[src/rtl/combo_pkg.sv]
// Shared types and constants for the switch/LED combination-lock initiator.
package combo_pkg;

    localparam int CODE_LEN = 4;
    localparam int SW_W     = 5;
    localparam int LED_W    = 8;

    localparam logic [SW_W-1:0]  IDLE_PAT = 5'h0F;
    localparam logic [LED_W-1:0] LED_OPEN = 8'hFF;

    typedef enum logic [2:0] {
        ST_IDLE,
        ST_PRESS,
        ST_RELEASE,
        ST_CHECK,
        ST_DONE
    } state_e;

    // A code word equal to the idle pattern is indistinguishable from a release.
    function automatic logic has_idle_word(input logic [CODE_LEN*SW_W-1:0] code);
        has_idle_word = 1'b0;
        for (int i = 0; i < CODE_LEN; i++) begin
            if (code[i*SW_W +: SW_W] == IDLE_PAT) begin
                has_idle_word = 1'b1;
            end
        end
    endfunction

endpackage

[src/rtl/combo_phase_timer.sv]
// Loadable down-counter shared by the press, release and check phases.
module combo_phase_timer #(
    parameter int W = 5
) (
    input  logic         i_clk,
    input  logic         i_rst,
    input  logic         load,
    input  logic [W-1:0] load_val,
    output logic         zero
);

    logic [W-1:0] count_q;

    // NOTE: sequential state uses non-blocking assignments so every register
    // samples the pre-edge values of its neighbours.
    always_ff @(posedge i_clk) begin
        if (i_rst) begin
            count_q <= '0;
        end else if (load) begin
            count_q <= load_val;
        end else if (count_q != '0) begin
            count_q <= count_q - 1'b1;
        end
    end

    assign zero = (count_q == '0);

endmodule

[src/rtl/combo_sender.sv]
// Drives a four-word code onto the switch bus, then watches the LED bus for unlock.
module combo_sender
    import combo_pkg::*;
#(
    parameter int HOLD_CYCLES    = 4,
    parameter int GAP_CYCLES     = 4,
    parameter int TIMEOUT_CYCLES = 16
) (
    input  logic                     i_clk,
    input  logic                     i_rst,
    input  logic                     i_start,
    input  logic                     i_abort,
    input  logic [CODE_LEN*SW_W-1:0] i_code,
    input  logic [LED_W-1:0]         i_led,
    output logic [SW_W-1:0]          o_switch,
    output logic                     o_busy,
    output logic                     o_done,
    output logic                     o_pass,
    output logic                     o_fail
);

    localparam int MAX_HG  = (HOLD_CYCLES > GAP_CYCLES) ? HOLD_CYCLES : GAP_CYCLES;
    localparam int MAX_CYC = (MAX_HG > TIMEOUT_CYCLES) ? MAX_HG : TIMEOUT_CYCLES;
    localparam int TMR_W   = $clog2(MAX_CYC) + 1;

    localparam logic [TMR_W-1:0] HOLD_LD = TMR_W'(HOLD_CYCLES - 1);
    localparam logic [TMR_W-1:0] GAP_LD  = TMR_W'(GAP_CYCLES - 1);
    localparam logic [TMR_W-1:0] TMO_LD  = TMR_W'(TIMEOUT_CYCLES - 1);

    state_e           state;
    logic [1:0]       idx;
    logic [SW_W-1:0]  code_q [CODE_LEN];
    logic             start_ok;
    logic             tmr_load;
    logic [TMR_W-1:0] tmr_val;
    logic             tmr_zero;

    // Abort outranks start even while idle.
    assign start_ok = i_start && !i_abort;

    combo_phase_timer #(.W(TMR_W)) u_timer (
        .i_clk    (i_clk),
        .i_rst    (i_rst),
        .load     (tmr_load),
        .load_val (tmr_val),
        .zero     (tmr_zero)
    );

    // NOTE: every always_comb output gets a default first so no path can
    // leave it unassigned and infer a latch.
    always_comb begin
        tmr_load = 1'b0;
        tmr_val  = HOLD_LD;
        case (state)
            ST_IDLE:    tmr_load = start_ok;
            ST_PRESS: begin
                tmr_load = tmr_zero;
                tmr_val  = GAP_LD;
            end
            ST_RELEASE: begin
                tmr_load = tmr_zero;
                tmr_val  = (idx == 2'd3) ? TMO_LD : HOLD_LD;
            end
            default: ;
        endcase
    end

    // NOTE: the code store is plain datapath and has no reset; it is only
    // read after a start has overwritten it.
    always_ff @(posedge i_clk) begin
        if (state == ST_IDLE && start_ok) begin
            for (int i = 0; i < CODE_LEN; i++) begin
                code_q[i] <= i_code[i*SW_W +: SW_W];
            end
        end
    end

    always_ff @(posedge i_clk) begin
        if (i_rst) begin
            state    <= ST_IDLE;
            idx      <= 2'd0;
            o_switch <= IDLE_PAT;
            o_busy   <= 1'b0;
            o_done   <= 1'b0;
            o_pass   <= 1'b0;
            o_fail   <= 1'b0;
        end else if (state != ST_IDLE && i_abort) begin
            state    <= ST_IDLE;
            o_switch <= IDLE_PAT;
            o_busy   <= 1'b0;
            o_done   <= 1'b0;
            o_pass   <= 1'b0;
            o_fail   <= 1'b0;
        end else begin
            case (state)
                ST_IDLE: begin
                    if (start_ok) begin
                        o_pass <= 1'b0;
                        o_busy <= 1'b1;
                        idx    <= 2'd0;
                        if (has_idle_word(i_code)) begin
                            state  <= ST_DONE;
                            o_fail <= 1'b1;
                        end else begin
                            state    <= ST_PRESS;
                            o_fail   <= 1'b0;
                            o_switch <= i_code[SW_W-1:0];
                        end
                    end
                end
                ST_PRESS: begin
                    if (tmr_zero) begin
                        state    <= ST_RELEASE;
                        o_switch <= IDLE_PAT;
                    end
                end
                ST_RELEASE: begin
                    if (tmr_zero) begin
                        if (idx != 2'd3) begin
                            idx      <= idx + 2'd1;
                            state    <= ST_PRESS;
                            o_switch <= code_q[idx + 2'd1];
                        end else begin
                            state <= ST_CHECK;
                        end
                    end
                end
                ST_CHECK: begin
                    if (i_led == LED_OPEN) begin
                        state  <= ST_DONE;
                        o_done <= 1'b1;
                        o_pass <= 1'b1;
                    end else if (tmr_zero) begin
                        state  <= ST_DONE;
                        o_done <= 1'b1;
                        o_fail <= 1'b1;
                    end
                end
                ST_DONE: begin
                    // An illegal code arrives here without the pulse raised;
                    // it gets one extra cycle to emit it.
                    if (!o_done) begin
                        o_done <= 1'b1;
                    end else begin
                        o_done <= 1'b0;
                        o_busy <= 1'b0;
                        state  <= ST_IDLE;
                    end
                end
                default: state <= ST_IDLE;
            endcase
        end
    end

endmodule

[config.mk]
export PLATFORM = sky130hd
export DESIGN_NAME = combo_sender
export DESIGN_NICKNAME = d
export VERILOG_FILES = /design/src/rtl/combo_pkg.sv /design/src/rtl/combo_phase_timer.sv /design/src/rtl/combo_sender.sv
export SDC_FILE = /design/constraint.sdc
export NUM_CORES = 1
export LEC_CHECK = 0
export BUFFER_PORTS_ARGS = -buffer_cell sky130_fd_sc_hd__buf_2
export CORE_ASPECT_RATIO = 0.8
export CORE_MARGIN = 2
export CORE_UTILIZATION = 57
export DETAILED_ROUTE_END_ITERATION = 7
export GPL_TIMING_DRIVEN = 0
export PLACE_DENSITY = 0.88
export SYNTH_ARGS = -nofsm -noshare
export SYNTH_HDL_FRONTEND = slang
export SYNTH_SLANG_ARGS = --single-unit
[constraint.sdc]
create_clock -name i_clk -period 4.5 [get_ports i_clk]
set_clock_uncertainty 0.2 [all_clocks]
set_input_delay 0.675 -clock i_clk [delete_from_list [all_inputs] [get_ports i_clk]]
set_output_delay 0.675 -clock i_clk [all_outputs]
set_load 0.03 [all_outputs]
==> out/metrics.csv <==
stage,metric,value,unit
outcome,status,completed,
routing,detail_route.vias_per_cell,5.85,
placement,dpl.hpwl,3020,um
routing,ant_nets,0,
sta,finalSetupTns,0,ns
setup_path,worst_ep_required_time,4.52,ns
cells_and_area,syn_to_final_growth,18.9,%
cells_and_area,multi_input_area,806,um2
pwr,p_per_area,577,nW/um2
setup_path,startpoint_type,flip-flop,
routing,drt_wl_total,4130,um
yosys,syn_area,1860,um2
yosys,synth.avg_cell_area,11.2,um2
pwr,power.leakage,0.857,nW
sta,fmax,420,MHz
routing,wl_met3,286,um
setup_path,rr_startpoint,state[0],
setup_path,crit_chain,"buf_4, nor3_1, nand2b_1, inv_2, a31oi_1, or3_1, a21oi_1",
setup_path,slowest_delay,0.43,ns
yosys,yosysUniqueCellTypes,44,
yosys,yosys-top-cells-area,"edfxtp_1, dfxtp_1, mux4_2, a21oi_1, nand4_1",
yosys,synthFlopType,edfxtp_1,
flow_run,maxCapViolations,0,
yosys,synth_seq_area_share,52.7,%
clock_network,insertion_delay,0.29,ns
routing,met1_length,1780,um
sta,finalSetupViolations,0,
sta,period_share,52.8,%
setup_path,path_class,flip-flop to flip-flop,
setup_path,crit_path_start,state[0],
setup_path,slowest_stage,inv_2,
pwr,p_comb_share,39.6,%
routing,vias,1481,
sta,hold_violations,0,
sta,relSlewSlack,48.9,%
global_route,grt_max_degree,25,
pwr,internal_power,0.000804,W
routing,drt-initial-drc-count,107,
clock_network,tritoncts,done,
yosys,synth-edff-count,20,
routing,dr.pass1.iters,4,
sta,rsz0062_at_grt,no,
setup_path,critPathArrivalTime,2.40,ns
global_route,grt_pass1_wl,6350,um
pwr,switching_share,36.9,%
clock_network,clk_pin_slew_worst_paths,0.07,ns
global_route,grt_util_all_layers,24.8,%
setup_path,path_max_fanout,24,
clock_network,ctsResizeCount,0,
routing,routedWlPerCell,16.3,um
routing,highest_layer,met4,
yosys,syn_nets,201,
sta,layout_min_cycle_time,2.38,ns
placement,io_buffers,39,
placement,dp_cells,245,
yosys,ys.warnings.count,0,
clock_network,postCtsSetupRepairBufs,0,
pwr,power,0.00128,W
yosys,synth_cells,166,
clock_network,clockRootBuffer,clkbuf_8,
sta,final_max_slew_viol_count,0,
floorplanning,dieWidth,67.9,um
floorplanning,start_util,59.9,%
routing,wl_met2,2010,um
global_route,grt_overflow,0,
clock_network,clockBufferDepth,2,
global_route,antenna_found_initial,0,
pwr,seq_power_share,38.2,%
sta,worstMarginPinSlew,0.765,ns
pwr,clkPwrFrac,22.2,%
floorplanning,fp.coreArea,3110,um2
floorplanning,ios,41,
cells_and_area,fillers,218,
worst_hold_path,min_from,idx[1],
cells_and_area,layout_common_cells,"buf_2, edfxtp_1, dfxtp_1, a21oi_1, nand2_1",
cells_and_area,nNetsFinal,247,
placement,pre_cts_slack,1.85,ns
setup_path,crit_path_end_kind,flip-flop,
cells_and_area,regArea,981,um2
clock_network,cts_sinks,39,
routing,remaining_drc_errors,0,
clock_network,cts_made_buffers,5,
cells_and_area,drive_above_1_share,32.9,%
pwr,p_sw,0.000471,W
yosys,async_reset_ff_share,0,%
global_route,grt_pass1_vias,1310,
pwr,ir_drop,0.363,mV
yosys,synth.ff_latch_count,39,
cells_and_area,diodes,0,
placement,gp_congestion,0.805,
sta,setup_ws,2.12,ns
cells_and_area,layout.cells.non_filler,253,
clock_network,htreeDepth,2,
floorplanning,die_h,55.1,um
floorplanning,die_area,3740,um2
yosys,yosys.area.top_type,edfxtp_1,
worst_hold_path,hold_class,flip-flop to flip-flop,
yosys,synth_top_area_share,32.3,%
cells_and_area,post-route-util,71.2,%
floorplanning,rows,18,
clock_network,cts_hold_buf,0,
cells_and_area,final_common_cell,buf_2,
synthesized netlist by cell type, types with 2 or more instances:
| cell type | n |
|---|---|
| xor2_1 | 3 |
| mux4_2 | 5 |
| edfxtp_1 | 20 |
| nand2_1 | 9 |
| inv_1 | 4 |
| o21ai_0 | 3 |
| o21ai_1 | 6 |
| nor3_1 | 5 |
| buf_2 | 2 |
| or3_1 | 8 |
| a21oi_1 | 15 |
| nand4_1 | 8 |
| nor2_1 | 8 |
| nand3_1 | 8 |
| dfxtp_1 | 19 |
| a21oi_2 | 2 |
| ha_1 | 3 |
| clkbuf_1 | 2 |
| or2_2 | 5 |
| o22ai_1 | 5 |
| nand2b_1 | 3 |
worst paths after layout:
check	to	slack [ns]	depth (start not counted)
setup / recovery	idx[1]	2.12	7
hold / removal	idx[1]	0.28	2
setup reg to reg	idx[1]	2.12	7
hold reg to reg	idx[1]	0.28	2
final cells by class:
cell class                 count  share of cell area [%]
sequential                    39                    44.3
multi-input combinational    114                    36.4
timing repair buffer          39                    8.82
clock buffer                   7                    3.45
buffer                         8                    2.49
tap                           40                    2.26
clock inverter                 1                    1.36
inverter                       5                   0.848
state kept, by name, indices dropped and copies added (netlist names):
register         flops
o_switch             5
state                3
code_q              20
o_busy               1
o_done               1
o_pass               1
idx                  2
o_fail               1
u_timer.count_q      5
stage by stage:
step | hold WS, ns | cell area (um2)
floorplan | 0.236 | 1860
global placement | 0.253 | 2110
detailed placement | 0.266 | 2110
CTS | 0.277 | 2210
global route | 0.306 | 2210
finish | 0.276 | 2210
per-layer routing:
metal  track usage (%)  up-vias
li1                  -      725
met1              33.7      691
met2              38.7       55
met3              7.09       10
met4              8.00        0
met5                 0        -
worst max-delay path: cells and delay by family (launching register included):
| kind | cells | cell delay [ns] |
|---|---|---|
| simple gates | 3 | 0.90 |
| buf+inv | 2 | 0.59 |
| compound gates | 2 | 0.31 |
| flops | 1 | 0.31 |
power by group through the flow:
| stage | logic (W) | registers, W | clock network, W |
|---|---|---|---|
| CTS | 0.000499 | 0.000487 | 0.000288 |
| detailed placement | 0.000496 | 0.000494 | 0 |
| finish | 0.000505 | 0.000487 | 0.000284 |
| global route | 0.000559 | 0.000496 | 0.000305 |
| global placement | 0.000483 | 0.000490 | 0 |
| floorplan | 0.000338 | 0.000531 | 0 |
cell families after synthesis:
| logic type | Yosys count | share of synthesized area, % |
|---|---|---|
| fa+ha+maj | 3 | 2.02 |
| flops | 39 | 52.7 |
| mux | 5 | 6.05 |
| xor+xnor | 3 | 1.41 |
| compound gates | 40 | 14.5 |
| buf+inv | 13 | 3.97 |
| simple gates | 63 | 19.3 |
(Power assumes the default switching activity.)
